==> config.mk <==
export PLATFORM = sky130hd
export DESIGN_NAME = muldiv_unit
export DESIGN_NICKNAME = d
export VERILOG_FILES = /design/src/rtl/muldiv_unit_pkg.sv /design/src/rtl/muldiv_sign_fix.sv /design/src/rtl/muldiv_unit.sv
export SDC_FILE = /design/constraint.sdc
export NUM_CORES = 1
export LEC_CHECK = 0
export CAP_MARGIN = 20
export CORE_ASPECT_RATIO = 2
export CORE_MARGIN = 2
export CORE_UTILIZATION = 35
export CTS_CLUSTER_DIAMETER = 150
export CTS_CLUSTER_SIZE = 10
export DETAILED_ROUTE_END_ITERATION = 12
export PLACE_DENSITY = 0.57
export SLEW_MARGIN = 40
export SYNTH_ARGS = -nofsm -noshare
export SYNTH_HDL_FRONTEND = slang
export SYNTH_HIERARCHICAL = 1
export SYNTH_SLANG_ARGS = --single-unit
==> constraint.sdc <==
create_clock -name clk -period 11.45 [get_ports clk]
set_clock_uncertainty 0.15 [all_clocks]
set_input_delay 1.7175 -clock clk [delete_from_list [all_inputs] [get_ports clk]]
set_output_delay 1.7175 -clock clk [all_outputs]
set_load 0.05 [all_outputs]
==> src/rtl/muldiv_unit_pkg.sv <==
// rtl/muldiv_unit_pkg.sv - MIPS function codes and decode helpers for the HI/LO multiply/divide unit
package muldiv_unit_pkg;

  localparam logic [5:0] FUNC_MFHI  = 6'h10;
  localparam logic [5:0] FUNC_MTHI  = 6'h11;
  localparam logic [5:0] FUNC_MFLO  = 6'h12;
  localparam logic [5:0] FUNC_MTLO  = 6'h13;
  localparam logic [5:0] FUNC_MULT  = 6'h18;
  localparam logic [5:0] FUNC_MULTU = 6'h19;
  localparam logic [5:0] FUNC_DIV   = 6'h1A;
  localparam logic [5:0] FUNC_DIVU  = 6'h1B;

  function automatic logic is_muldiv(input logic [5:0] f);
    return (f == FUNC_MULT) || (f == FUNC_MULTU) || (f == FUNC_DIV) || (f == FUNC_DIVU);
  endfunction

  function automatic logic is_signed_op(input logic [5:0] f);
    return (f == FUNC_MULT) || (f == FUNC_DIV);
  endfunction

  function automatic logic is_div_op(input logic [5:0] f);
    return (f == FUNC_DIV) || (f == FUNC_DIVU);
  endfunction

endpackage

==> src/rtl/muldiv_sign_fix.sv <==
// rtl/muldiv_sign_fix.sv - conditional two's-complement negate; gives |x| when negate is the sign bit
module muldiv_sign_fix #(
  parameter int W = 32
) (
  input  logic [W-1:0] value,
  input  logic         negate,
  output logic [W-1:0] result
);

  assign result = negate ? (~value + {{(W-1){1'b0}}, 1'b1}) : value;

endmodule

==> src/rtl/muldiv_unit.sv <==
// rtl/muldiv_unit.sv - iterative MULT/MULTU/DIV/DIVU unit owning HI/LO, one result bit per cycle
module muldiv_unit
  import muldiv_unit_pkg::*;
#(
  parameter int DATA_W = 32
) (
  input  logic              clk,
  input  logic              reset,
  input  logic              i_start,
  input  logic              i_flush,
  input  logic [5:0]        func_code,
  input  logic [DATA_W-1:0] i_rs_data,
  input  logic [DATA_W-1:0] i_rt_data,
  output logic              o_busy,
  output logic              o_done,
  output logic              o_div_zero,
  output logic [DATA_W-1:0] o_hi,
  output logic [DATA_W-1:0] o_lo
);

  localparam int CNT_W = $clog2(DATA_W) + 1;
  localparam logic [1:0] S_IDLE = 2'd0;
  localparam logic [1:0] S_CALC = 2'd1;
  localparam logic [1:0] S_FIX  = 2'd2;

  logic [1:0]        state, state_next;
  logic [CNT_W-1:0]  cnt;
  logic [DATA_W-1:0] acc_hi, acc_lo, opnd_b;
  logic [DATA_W-1:0] hi_q, lo_q;
  logic              op_div, neg_res, neg_rem, dz_pend, div_zero_q;

  logic              op_signed, accept, rt_zero, dz_accept, idle_write;
  logic [DATA_W-1:0] rs_abs, rt_abs;

  assign op_signed  = is_signed_op(func_code);
  assign accept     = i_start && (state == S_IDLE) && !i_flush && is_muldiv(func_code);
  assign rt_zero    = (i_rt_data == '0);
  assign dz_accept  = is_div_op(func_code) && rt_zero;
  assign idle_write = i_start && (state == S_IDLE) && !i_flush;

  muldiv_sign_fix #(.W(DATA_W)) u_rs_abs (
    .value(i_rs_data), .negate(op_signed & i_rs_data[DATA_W-1]), .result(rs_abs));
  muldiv_sign_fix #(.W(DATA_W)) u_rt_abs (
    .value(i_rt_data), .negate(op_signed & i_rt_data[DATA_W-1]), .result(rt_abs));

  // Multiply: {acc_hi,acc_lo} is the product/multiplier shift register.
  logic [DATA_W:0] mul_sum;
  assign mul_sum = {1'b0, acc_hi} + {1'b0, {DATA_W{acc_lo[0]}} & opnd_b};

  // Divide: acc_hi is the partial remainder, acc_lo shifts dividend out and quotient in.
  logic [DATA_W:0] trial;
  assign trial = {acc_hi, acc_lo[DATA_W-1]} - {1'b0, opnd_b};

  logic [2*DATA_W-1:0] prod_fixed;
  logic [DATA_W-1:0]   quot_fixed, rem_fixed;

  muldiv_sign_fix #(.W(2*DATA_W)) u_prod_fix (
    .value({acc_hi, acc_lo}), .negate(neg_res), .result(prod_fixed));
  muldiv_sign_fix #(.W(DATA_W)) u_quot_fix (
    .value(acc_lo), .negate(neg_res), .result(quot_fixed));
  muldiv_sign_fix #(.W(DATA_W)) u_rem_fix (
    .value(acc_hi), .negate(neg_rem), .result(rem_fixed));

  always_ff @(posedge clk or posedge reset) begin
    if (reset) state <= S_IDLE;
    else       state <= state_next;
  end

  always_comb begin
    state_next = state;
    if (i_flush) begin
      state_next = S_IDLE;
    end else begin
      case (state)
        S_IDLE:  if (accept) state_next = dz_accept ? S_FIX : S_CALC;
        S_CALC:  if (cnt == CNT_W'(DATA_W - 1)) state_next = S_FIX;
        S_FIX:   state_next = S_IDLE;
        default: state_next = S_IDLE;
      endcase
    end
  end

  always_comb begin
    o_busy = (state != S_IDLE);
    o_done = (state == S_FIX) && !i_flush;
  end

  always_ff @(posedge clk or posedge reset) begin
    if (reset) begin
      cnt        <= '0;
      acc_hi     <= '0;
      acc_lo     <= '0;
      opnd_b     <= '0;
      hi_q       <= '0;
      lo_q       <= '0;
      op_div     <= 1'b0;
      neg_res    <= 1'b0;
      neg_rem    <= 1'b0;
      dz_pend    <= 1'b0;
      div_zero_q <= 1'b0;
    end else begin
      case (state)
        S_IDLE: begin
          if (accept) begin
            cnt        <= '0;
            op_div     <= is_div_op(func_code);
            // On divide-by-zero acc_hi carries raw rs straight through to HI.
            acc_hi     <= dz_accept ? i_rs_data : '0;
            acc_lo     <= rs_abs;
            opnd_b     <= rt_abs;
            neg_res    <= op_signed & (i_rs_data[DATA_W-1] ^ i_rt_data[DATA_W-1]);
            neg_rem    <= op_signed & i_rs_data[DATA_W-1];
            dz_pend    <= dz_accept;
            div_zero_q <= 1'b0;
          end else if (idle_write && func_code == FUNC_MTHI) begin
            hi_q <= i_rs_data;
          end else if (idle_write && func_code == FUNC_MTLO) begin
            lo_q <= i_rs_data;
          end
        end
        S_CALC: begin
          cnt <= cnt + CNT_W'(1);
          if (op_div) begin
            if (!trial[DATA_W]) begin
              acc_hi <= trial[DATA_W-1:0];
              acc_lo <= {acc_lo[DATA_W-2:0], 1'b1};
            end else begin
              acc_hi <= {acc_hi[DATA_W-2:0], acc_lo[DATA_W-1]};
              acc_lo <= {acc_lo[DATA_W-2:0], 1'b0};
            end
          end else begin
            acc_hi <= mul_sum[DATA_W:1];
            acc_lo <= {mul_sum[0], acc_lo[DATA_W-1:1]};
          end
        end
        S_FIX: begin
          if (!i_flush) begin
            if (dz_pend) begin
              lo_q       <= '1;
              hi_q       <= acc_hi;
              div_zero_q <= 1'b1;
            end else if (op_div) begin
              lo_q <= quot_fixed;
              hi_q <= rem_fixed;
            end else begin
              {hi_q, lo_q} <= prod_fixed;
            end
          end
        end
        default: ;
      endcase
    end
  end

  assign o_hi       = hi_q;
  assign o_lo       = lo_q;
  assign o_div_zero = div_zero_q;

endmodule

## Word level (Yosys, flattened, before mapping)

Index checks and enable logic that the tools add are counted.

- Logic and storage cells: 110
- Flip-flop bits (word level): 173

- Bitwise logic cells: 10
- Add/subtract/negate cells: 8
- Mux-type cells: 38
- Reductions and logical operators: 24
- Equality and inequality tests: 18

Operator list:

| cell | count |
|---|---|
| 32-bit 2-to-1 mux | 21 |
| 32-bit case mux with 2 select lines | 4 |
| 32-bit by 1-bit adder with 32-bit output, second input constant | 4 |
| 32-bit NOT | 4 |
| 64-bit by 1-bit adder with 64-bit output, second input constant | 1 |
| 64-bit 2-to-1 mux | 1 |
| 64-bit NOT | 1 |
| 6-bit by 5-bit equality test with 1-bit output, second input constant | 7 |
| 32-bit by 32-bit adder with 33-bit output | 1 |
| 33-bit by 32-bit subtractor with 33-bit output | 1 |
| 32-bit bitwise AND | 1 |
| 32-bit zero test | 1 |
| 6-bit case mux with 2 select lines | 1 |
| 2-bit inequality test, second input constant | 5 |
| 2-bit 2-to-1 mux | 4 |
| 4-bit AND reduction | 2 |
| 1-bit logical AND | 7 |
| 6-bit by 1-bit adder with 6-bit output, second input constant | 1 |
| 6-bit 2-to-1 mux | 1 |
| 3-bit inequality test, second input constant | 2 |
| 2-bit AND reduction | 3 |
| 2-bit nonzero test | 3 |
| 1-bit logical OR | 5 |
| 5-bit AND reduction | 1 |
| 10 further kinds | 16 |

## Depth between registers and ports, before layout

Gate-level depths: netlist of run 1.

- Depth in word-level cells: 8
- Gate-level depth with buffers: 14

## Cells and area by module

The synthesis of run 1 kept the hierarchy.

By module, submodules not included:

| module | cells each | instances | seq. area each (um^2) | area each (um^2) |
|---|---|---|---|---|
| muldiv_unit | 1,575 | 1 | 4,329.2 | 12,985.0 |
| muldiv_sign_fix (u_quot_fix ...) | 99 | 4 | 0.0 | 777.0 |
| muldiv_sign_fix (u_prod_fix) | 206 | 1 | 0.0 | 1,649.1 |

## Worst setup path before layout of run 1

No wires, ideal clock.

- Kind: input-to-output
- Start point: in i_flush
- End point: out o_done
- Buffers on the path: 0
- Setup slack: 7.152 ns
- Arrival time: 2.431 ns
- Stages: 1
- Cell sequence: nor2_1

- Cells in the longest elaborated chain, start to end: 2

RTL lines:

| element | RTL line | RTL |
|---|---|---|
| start, declared | muldiv_unit.sv:10 | `input logic i_flush,` |
| 1-bit zero test | n/a |  |
| 1-bit logical AND | muldiv_unit.sv:85 | `o_done = (state == S_FIX) && !i_flush;` |
| end, declared | muldiv_unit.sv:15 | `output logic o_done,` |

Every way passes these cells.

## Final worst setup path of run 1

Same ends and word-level chain as after synthesis.

==> run summary, run 1 <==
Status = finished, final reports clean
Switching power = 0.00231 W
Pint = 0.00232 W
Starting Density = 35.4%
Peak Freq = 190 MHz
Worst skew pair latency = 0.48 ns
Crit Reg-Reg Endpoint = acc_hi[22]
Slew HR = 44.3%
Cells after Synth = 2177
Synth top area cells = dfrtp_1 (24%), xnor2_1 (11%), nand2_1 (5.8%)
Initial antenna violation count = 0
CP cell instances = clkdlybuf4s50_1, nor2_1, clkdlybuf4s50_1
Reg2reg setup slack = 6.84 ns
Period Utilization, post-route = 45.9%
Primary FF master, synth = dfrtp_1
Synthesized area = 17700 um2
Antenna viol nets, final = 0
Path depth of the worst reg2reg path = 13
Setup Crit Path Kind = in -> out
Vias/cell = 5.87
HP Class = reg -> reg
Total negative slack = 0 ns
Register area share after synthesis = 24.4%
Final Hold Viols = 0
CORE AREA = 50100 um2
Drt first pass iters = 5
Area delta synth->final = 14.2%
Top cell by count, worst path = clkdlybuf4s50_1
Clock share of power = 13.0%
DP Wirelength = 50200 um
Vias in the first global route = 17300
H-tree Lvls = 4
PwrDens = 228 nW/um2
Distinct cell type count after synthesis = 100
Die width = 163 um
Clock Root Buffer = clkbuf_16
Slowest CP cell = clkdlybuf4s50_1
Nets = 2387
Clk slew on worst S/H paths = 0.07 ns
Gr ovfl total = 0
Layout cell share with drive strength beyond 1 = 9.76%
Final WL = 65000 um
Post-CTS Resized = 0
Cell row count = 116
DRC Markers = 0
Flop pwr share = 26.3%
Post-CTS Setup Inserts = 0
Leakage = 7.71 nW
Cts bufs inserted = 17
CP Max Fanout = 5
Worst EP required = 9.58 ns
Dominant cell type by area after synthesis = dfrtp_1
Slowest Stage Delay on Critical Path = 0.87 ns
Final Wtd Congestion = 0.918
First-pass GRT wire length = 99700 um
Tightest Pin Transition = 0.834 ns
Worst r2r src = acc_lo[31]
Combinational power share = 60.7%
Cts hold-fix bufs = 0
Buffers on Ports = 140
MaxCap Viol Count = 0
IO Count = 141
Critical path capture point = o_done
Synthesized area per cell = 8.15 um2
RSZ-0062 raised after global routing = no
Synth warn = 6
Async set-reset flop share out of synthesis = 100%
CTS tree = built
Global-route usage over all layers = 24.8%
Top cell type's share of synthesized area = 24.4%
Fillers = 5159
# setup viols final = 0
Syn nets = 2323
# diodes = 0
Pins over their slew limit = 0
DR iter-0 viols = 909
Final min period = 5.25 ns
Arrival time worst endpoint = 3.38 ns
Number of flops mapped to enable cells by yosys = 0
Die Y = 322 um
Peak VDD IR = 0.111 mV
Setup crit end kind = output pin
Clock sinks = 173
Largest net degree at the start of global routing = 79
Synth Register Bits = 173
Hold path start = o_lo[13]
Drt wl/cell = 22.4 um
CP startpoint = i_flush
Startpoint types = primary input
Switching Share = 49.9%
Longest Clk Path Bufs = 2
DIE AREA = 52600 um2
Vias = 17000
WHS = 0.330 ns
Yosys cell counts, types with 25 or more instances:
cell      number
nor2b_1       46
xnor2_1      216
mux2i_1       50
nand3_1       25
clkbuf_1      91
nor2_1       125
a211oi_1      44
a21oi_1      140
o21ai_0      194
a21o_1        31
o22ai_1       35
nand2_1      276
mux2_2        32
dfrtp_1      173
o31ai_1       55
inv_1         58
ha_1          70
and2_1        39
a31oi_1       46
o41ai_1       29
through the flow:
step / util (%) / area (um2) / setup WS [ns] / total power, W / std cells
after floorplan: - / 17700 / 4.89 / 0.00324 / 2177
after global placement: 39.2 / 19600 / 6.21 / 0.00397 / 2870
after detailed placement: 39.3 / 19700 / 6.20 / 0.00401 / 2870
after CTS: 40.4 / 20200 / 6.20 / 0.00462 / 2902
after global routing: 40.5 / 20300 / 6.17 / 0.00496 / 2903
final: 40.5 / 20300 / 6.20 / 0.00463 / 2903
layout make-up:
class                      count  area [um2]  area share (%)
clock buffer                  21         470            2.32
clock inverter                11         106           0.525
timing repair buffer         174        1680            8.27
sequential                   173        4340            21.4
tap                          649         812            4.01
multi-input combinational   1817       12600            62.4
inverter                      58         223            1.10
worst min path at each step:
stage	end	slack (ns)	cells after the start
after floorplan	cnt[4]	0.30	1
after global placement	o_lo[12]	0.31	2
after detailed placement	o_lo[11]	0.32	2
after CTS	o_lo[11]	0.33	2
after global routing	o_lo[22]	0.36	2
final	o_lo[13]	0.33	2
cells by family after synthesis:
logic type	share of synthesized area, %
compound gates	26.9
xor+xnor	12.0
fa+ha+maj	5.16
buf+inv	4.58
flops	24.4
mux	4.94
simple gates	22.1
cells in the final DEF, fill, tap and decap left out, types with 29 or more instances in the layout:
cell,netlist,routed
nand2_1,276,276
xnor2_1,216,216
o21ai_0,194,194
dfrtp_1,173,170
clkdlybuf4s50_1,0,140
a21oi_1,140,139
nor2_1,125,122
ha_1,70,70
inv_1,58,56
o31ai_1,55,55
mux2i_1,50,50
a31oi_1,46,46
nor2b_1,46,45
a211oi_1,44,44
and2_1,39,39
o22ai_1,35,35
mux2_2,32,32
a21o_1,31,31
buf_4,9,31
o41ai_1,29,29
sequential cells by signal, indices dropped and copies added (netlist names), 2 cells and up:
| signal | flops |
|---|---|
| o_lo | 32 |
| state | 2 |
| opnd_b | 32 |
| acc_hi | 32 |
| o_hi | 32 |
| acc_lo | 32 |
| cnt | 6 |
power by group through the flow:
stage	sequential, W	combinational (W)	clock [W]
final	0.00122	0.00281	0.000600
after global placement	0.00122	0.00276	0
after CTS	0.00121	0.00280	0.000612
after global routing	0.00126	0.00307	0.000631
after detailed placement	0.00123	0.00279	0
after floorplan	0.00120	0.00203	0
layer usage:
metal / up-vias / track usage (%) / routed length [um]
met3: 198 / 2.51 / 2210
met4: 0 / 16.3 / 4630
met5: - / 0 / 0
met1: 8208 / 25.0 / 23100
met2: 516 / 47.4 / 35100
li1: 8111 / - / -
critical path: cells and delay by family:
family                 cells  cell delay (ns)
buffers and inverters      2             1.36
and+or+nand+nor            1             0.31
(Power assumes the default switching activity.)
==> run 2, diff against run 1 <==
==> constraint.sdc (replaced) <==
create_clock -name clk -period 4.9 [get_ports clk]
set_clock_uncertainty 0.15 [all_clocks]
set_input_delay 0.735 -clock clk [delete_from_list [all_inputs] [get_ports clk]]
set_output_delay 0.735 -clock clk [all_outputs]
set_load 0.05 [all_outputs]
==> run 2 against run 1 <==
Effect of this change:
- total power is 140% higher
- utilization is 0.57 points higher
- register-to-register slack worse by 5.9 ns
- non-clock buffer count is 23 higher
- critical path depth is 9 higher
- largest cell class unchanged
- wire length is 3.6% higher
- count of clock-buffer cells in the layout is 4 lower
- sequential power is 130% higher
- sequential share of layout area is 0.29 points lower
- combinational power is 140% higher
==> run summary, run 2 (synthesis results as in run 1) <==
Tightest Pin Transition = 0.870 ns (was 0.834 ns)
Hold path depth = 2 (unchanged)
Arrival time worst endpoint = 4.18 ns (was 3.38 ns)
Final min period = 3.97 ns
Top cell family by delay on the critical path = compound AO/OA/AOI/OAI gates (was buffers and inverters)
DR iter-0 viols = 1067 (was 909)
First-pass GRT wire length = 103000 um (was 99700 um)
Period Utilization, post-route = 80.9%
Post-CTS Setup Inserts = 0 (unchanged)
Grt met3 use = 2.88% (was 2.51%)
CTS tree = built (unchanged)
Switching power = 0.00552 W (was 0.00231 W)
Largest net degree at the start of global routing = 102 (was 79)
Vias in the first global route = 17800 (was 17300)
Peak VDD IR = 0.281 mV (was 0.111 mV)
Pint = 0.00564 W (was 0.00232 W)
RSZ-0062 raised after global routing = no (unchanged)
Switching Share = 49.4% (was 49.9%)
Worst skew pair latency = 0.48 ns (about the same)
Clk slew on worst S/H paths = 0.07 ns (about the same)
Pins over their slew limit = 0 (unchanged)
Worst r2r src = acc_lo[31] (unchanged)
Final WL = 67400 um (was 65000 um)
Initial antenna violation count = 0 (unchanged)
DP Wirelength = 51900 um (was 50200 um)
Met1 GRT Util = 25.7% (was 25.0%)
Vias = 17500 (was 17000)
Clock Root Buffer = clkbuf_16 (unchanged)
Post-CTS Resized = 0 (unchanged)
Final Wtd Congestion = 0.989 (was 0.918)
Drt first pass iters = 5 (unchanged)
# setup viols final = 0 (unchanged)
Total power = 0.0112 W (was 0.00463 W)
Antenna viol nets, final = 0 (unchanged)
Final Hold Viols = 0 (unchanged)
# diodes = 0 (unchanged)
H-tree Lvls = 4 (unchanged)
Die width = 163 um (unchanged)
Clock share of power = 13.8% (was 13.0%)
Hold endpoint = o_lo[8] (was o_lo[13])
IO Count = 141 (unchanged)
Worst EP required = 5.11 ns (was 9.58 ns)
MaxCap Viol Count = 0 (unchanged)
Clock sinks = 173 (unchanged)
PwrDens = 543 nW/um2 (was 228 nW/um2)
Global-route usage over all layers = 25.7% (was 24.8%)
Hold path start = o_lo[8] (was o_lo[13])
CORE AREA = 50100 um2 (unchanged)
Total negative slack = 0 ns (unchanged)
Setup Crit Path Kind = reg -> reg (was in -> out)
Setup crit end kind = flop (was output pin)
Die Y = 322 um (unchanged)
DIE AREA = 52600 um2 (unchanged)
Buffers on Ports = 140 (unchanged)
GRT met2 Usage = 48.6% (was 47.4%)
Most frequent cells in the layout = nand2_1 (276), xnor2_1 (216), o21ai_0 (194) (unchanged)
Most common cell after layout, fill and taps aside = nand2_1 (unchanged)
Status = finished, final reports clean (unchanged)
Peak Freq = 252 MHz
Slowest CP cell = xor2_4 (was clkdlybuf4s50_1)
Reg2reg setup slack = 0.93 ns (was 6.84 ns)
Combinational power share = 61.3% (was 60.7%)
Nets = 2410 (was 2387)
Drt wl/cell = 23.0 um (was 22.4 um)
Path depth of the worst reg2reg path = 12 (was 13)
DRC Markers = 0 (unchanged)
Flop pwr share = 24.8% (was 26.3%)
Leakage = 7.87 nW (was 7.71 nW)
Startpoint types = flop (was primary input)
Vias/cell = 5.98 (was 5.87)
CP startpoint = acc_lo[31] (was i_flush)
GRT busiest layer = met2 (unchanged)
Cts hold-fix bufs = 0 (unchanged)
Slowest Stage Delay on Critical Path = 0.62 ns (was 0.87 ns)
Longest Clk Path Bufs = 2 (unchanged)
HP Class = reg -> reg (unchanged)
Cell row count = 116 (unchanged)
CP cell instances = inv_1, ha_1, fa_1, nand2b_1, a21o_1, a211oi_4, o211ai_2, a21oi_4, xor2_4, mux2i_1, o22ai_1, a221o_1 (was clkdlybuf4s50_1, nor2_1, clkdlybuf4s50_1)
Gr ovfl total = 0 (unchanged)
Crit Reg-Reg Endpoint = acc_hi[22] (unchanged)
CP Max Fanout = 21 (was 5)
Slew HR = 41.5% (was 44.3%)
Util after Layout = 41.0% (was 40.5%)
Area delta synth->final = 15.8% (was 14.2%)
Layout cell share with drive strength beyond 1 = 10.6% (was 9.76%)
CP Buf/Inv Count = 1 (was 2)
Starting Density = 35.4% (unchanged)
Cts bufs inserted = 17 (unchanged)
## run 2: changes by cell type in the layout (fill, tap and decap cells not counted), sizes merged
cell / previous run / this run
buf: 34 / 57
clkbuf: 21 / 17
bufinv: 1 / 4
clkinv: 3 / 4
## run 2: how the worst max path moves through the flow
stage                       endpoint  slack, ns  cells past startpoint
final                     acc_hi[22]       0.93                     12
after global routing      acc_hi[22]       0.72                     12
after CTS                 acc_hi[22]       0.94                     12
after detailed placement  acc_hi[22]       0.97                     12
after global placement    acc_hi[22]       1.05                     12
after floorplan           acc_hi[31]       1.63                     13
## run 2: area by class of cell
type,instances,area [um2]
inverter,58,221
fill,5063,29500
clock inverter,15,209
timing repair buffer,197,1910
clock buffer,17,425
tap,649,812
multi-input combinational,1817,12600
sequential,173,4340
## run 2: power by group through the flow
stage | logic, W | clock network (W) | registers (W)
floorplan | 0.00476 | 0 | 0.00281
global placement | 0.00668 | 0 | 0.00275
detailed placement | 0.00676 | 0 | 0.00278
CTS | 0.00679 | 0.00157 | 0.00275
global route | 0.00742 | 0.00162 | 0.00286
finish | 0.00684 | 0.00154 | 0.00277
## run 2: metrics by stage
step                setup slack [ns]  hold slack [ns]  cell area (um2)  std cells
floorplan                       1.63            0.300            17700       2177
global placement                1.05            0.315            19900       2893
detailed placement             0.970            0.321            19900       2894
CTS                            0.936            0.338            20500       2926
global route                   0.723            0.361            20600       2926
finish                         0.935            0.327            20600       2926
## run 2: tightest hold or removal path, cell delays in order, from the launching register on
cell and delay, ns:
dfrtp_1 0.34, nand2_1 0.04, o21ai_0 0.06
## run 2: layer usage
layer	routed length, um	share of wire [%]
met1	23900	35
met2	36100	54
met3	2470	3.7
met4	4940	7.3
met5	0	0
==> run 3, diff against run 2 <==
==> constraint.sdc (replaced) <==
create_clock -name clk -period 4.1 [get_ports clk]
set_clock_uncertainty 0.15 [all_clocks]
set_input_delay 0.615 -clock clk [delete_from_list [all_inputs] [get_ports clk]]
set_output_delay 0.615 -clock clk [all_outputs]
set_load 0.05 [all_outputs]
==> run 3 against run 2 <==
Effect of this change:
- wire length up 1.3%
- flip-flop and latch count unchanged
- sequential share of layout area down 0.63 points
- die area unchanged
- first-iteration DRC count up 6.2%
- global-route usage up 0.31 points
- fmax up 4.2%
- clock power up 19%
- via count up 0.50%
- count of clock-buffer cells in the layout up 2
- design area up 3.0%
- critical path type unchanged
- largest power group unchanged
- highest routed layer unchanged
==> run summary, run 3 (synthesis results as in run 1) <==
Status = finished, final reports clean (unchanged)
Pint = 0.00699 W (was 0.00564 W)
Drt wl/cell = 22.7 um (was 23.0 um)
Initial antenna violation count = 0 (unchanged)
Slowest Stage Delay on Critical Path = 0.62 ns (about the same)
Setup Crit Path Kind = reg -> reg (unchanged)
Starting Density = 35.4% (unchanged)
Final min period = 3.80 ns (was 3.97 ns)
IO Count = 141 (unchanged)
Vias = 17600 (was 17500)
Cell row count = 116 (unchanged)
Buffers on Ports = 140 (unchanged)
DP Wirelength = 54000 um (was 51900 um)
Slowest CP cell = or4_4 (was xor2_4)
First-pass GRT wire length = 104000 um (was 103000 um)
Leakage = 8.27 nW (was 7.87 nW)
Final Wtd Congestion = 0.930 (was 0.989)
Clock share of power = 13.4% (was 13.8%)
Fillers = 5150 (was 5063)
Clk slew on worst S/H paths = 0.07 ns (about the same)
# setup viols final = 0 (unchanged)
Vias in the first global route = 17800 (about the same)
Antenna viol nets, final = 0 (unchanged)
Setup crit end kind = flop (unchanged)
Most frequent cells in the layout = nand2_1 (276), xnor2_1 (216), o21ai_0 (194) (unchanged)
Worst EP required = 4.28 ns (was 5.11 ns)
DRC Markers = 0 (unchanged)
Startpoint types = flop (unchanged)
Clock sinks = 173 (unchanged)
H-tree Lvls = 4 (unchanged)
Cts bufs inserted = 17 (unchanged)
Register area = 4340 um2 (about the same)
Final Hold Viols = 0 (unchanged)
RSZ-0062 raised after global routing = no (unchanged)
Layout cell share with drive strength beyond 1 = 13.8% (was 10.6%)
HP Class = in -> async (was reg -> reg)
# diodes = 0 (unchanged)
Die width = 163 um (unchanged)
Tightest Pin Transition = 0.767 ns (was 0.870 ns)
Longest Clk Path Bufs = 2 (unchanged)
Die Y = 322 um (unchanged)
Final setup margin = 0.295 ns (was 0.935 ns)
CP Buf/Inv Count = 1 (unchanged)
Post-CTS Resized = 0 (unchanged)
Flop pwr share = 22.0% (was 24.8%)
Post-CTS Setup Inserts = 0 (unchanged)
Area delta synth->final = 19.3% (was 15.8%)
Gr ovfl total = 0 (unchanged)
WHS = 0.329 ns (was 0.327 ns)
Combinational power share = 64.5% (was 61.3%)
Total negative slack = 0 ns (unchanged)
Global-route usage over all layers = 26.0% (was 25.7%)
CORE AREA = 50100 um2 (unchanged)
Cts hold-fix bufs = 0 (unchanged)
CP cell instances = or4_4, or3_1, or4_1, o31ai_1, xnor2_1, mux2i_1, nor2_1, a21oi_1, buf_4, nor2_1, a21oi_1, o21ai_0 (was inv_1, ha_1, fa_1, nand2b_1, a21o_1, a211oi_4, o211ai_2, a21oi_4, xor2_4, mux2i_1, o22ai_1, a221o_1)
Vias/cell = 5.84 (was 5.98)
Nets = 2494 (was 2410)
Setup WS pre-CTS = 0.300 ns (was 0.970 ns)
Slew HR = 48.4% (was 41.5%)
Top cell family by delay on the critical path = simple AND/OR/NAND/NOR gates (was compound AO/OA/AOI/OAI gates)
DIE AREA = 52600 um2 (unchanged)
Path depth of the worst reg2reg path = 12 (unchanged)
Worst skew pair latency = 0.48 ns (about the same)
PwrDens = 643 nW/um2 (was 543 nW/um2)
Switching Share = 48.7% (was 49.4%)
Period Utilization, post-route = 92.8% (was 80.9%)
MaxCap Viol Count = 0 (unchanged)
Largest net degree at the start of global routing = 66 (was 102)
Final WL = 68200 um (was 67400 um)
Most common cell after layout, fill and taps aside = nand2_1 (unchanged)
Peak VDD IR = 0.307 mV (was 0.281 mV)
Pins over their slew limit = 0 (unchanged)
Multi-input logic area = 12600 um2 (about the same)
Arrival time worst endpoint = 3.99 ns (was 4.18 ns)
Reg2reg setup slack = 0.30 ns (was 0.93 ns)
Peak Freq = 263 MHz (was 252 MHz)
CTS tree = built (unchanged)
Total power = 0.0136 W (was 0.0112 W)
Drt first pass iters = 5 (unchanged)
Clock Root Buffer = clkbuf_16 (unchanged)
Switching power = 0.00663 W (was 0.00552 W)
DR iter-0 viols = 1133 (was 1067)
CP Depth = 12 (unchanged)
CP Max Fanout = 8 (was 21)
run 3: changes by cell type in the layout (fill, tap and decap cells not counted), sizes merged:
cell	previous run	this run
buf	57	141
clkbuf	17	19
clkinvlp	3	2
inv	62	61
run 3: area by class of cell:
cell class	instances	area share, %
Inverter	58	1.05
Timing Repair Buffer	281	12.0
Sequential cell	173	20.5
Multi-Input combinational cell	1817	59.7
Tap cell	649	3.84
Clock inverter	13	0.880
Clock buffer	19	2.09
run 3: worst paths after layout:
kind                            start    endpoint
min in group clk             o_lo[10]    o_lo[10]
max in group asynchronous       reset     o_lo[2]
max reg2reg                acc_hi[24]    o_hi[31]
min                             reset  acc_lo[25]
min reg2reg                  o_lo[10]    o_lo[10]
max                        acc_hi[24]    o_hi[31]
run 3: layer usage:
metal  track usage [%]  part of all wire, %  vias to the layer above
met1              25.6                   35                     8501
li1                  -                    -                     8332
met5                 0                    0                        -
met3              2.65                  3.1                      207
met4              17.8                  7.6                        0
met2              49.9                   54                      539
run 3: power by group through the flow:
stage	logic (W)	clock network, W	registers, W
after global routing	0.00957	0.00193	0.00309
final	0.00879	0.00183	0.00300
after global placement	0.00863	0	0.00302
after floorplan	0.00568	0	0.00336
after detailed placement	0.00870	0	0.00303
after CTS	0.00875	0.00187	0.00300
run 3: stage by stage:
step / area [um2] / std cells / utilization [%]
finish: 21200 / 3010 / 42.3
global route: 21200 / 3010 / 42.3
CTS: 21200 / 3010 / 42.3
detailed placement: 20500 / 2978 / 41.0
global placement: 20500 / 2977 / 41.0
floorplan: 17700 / 2177 / -
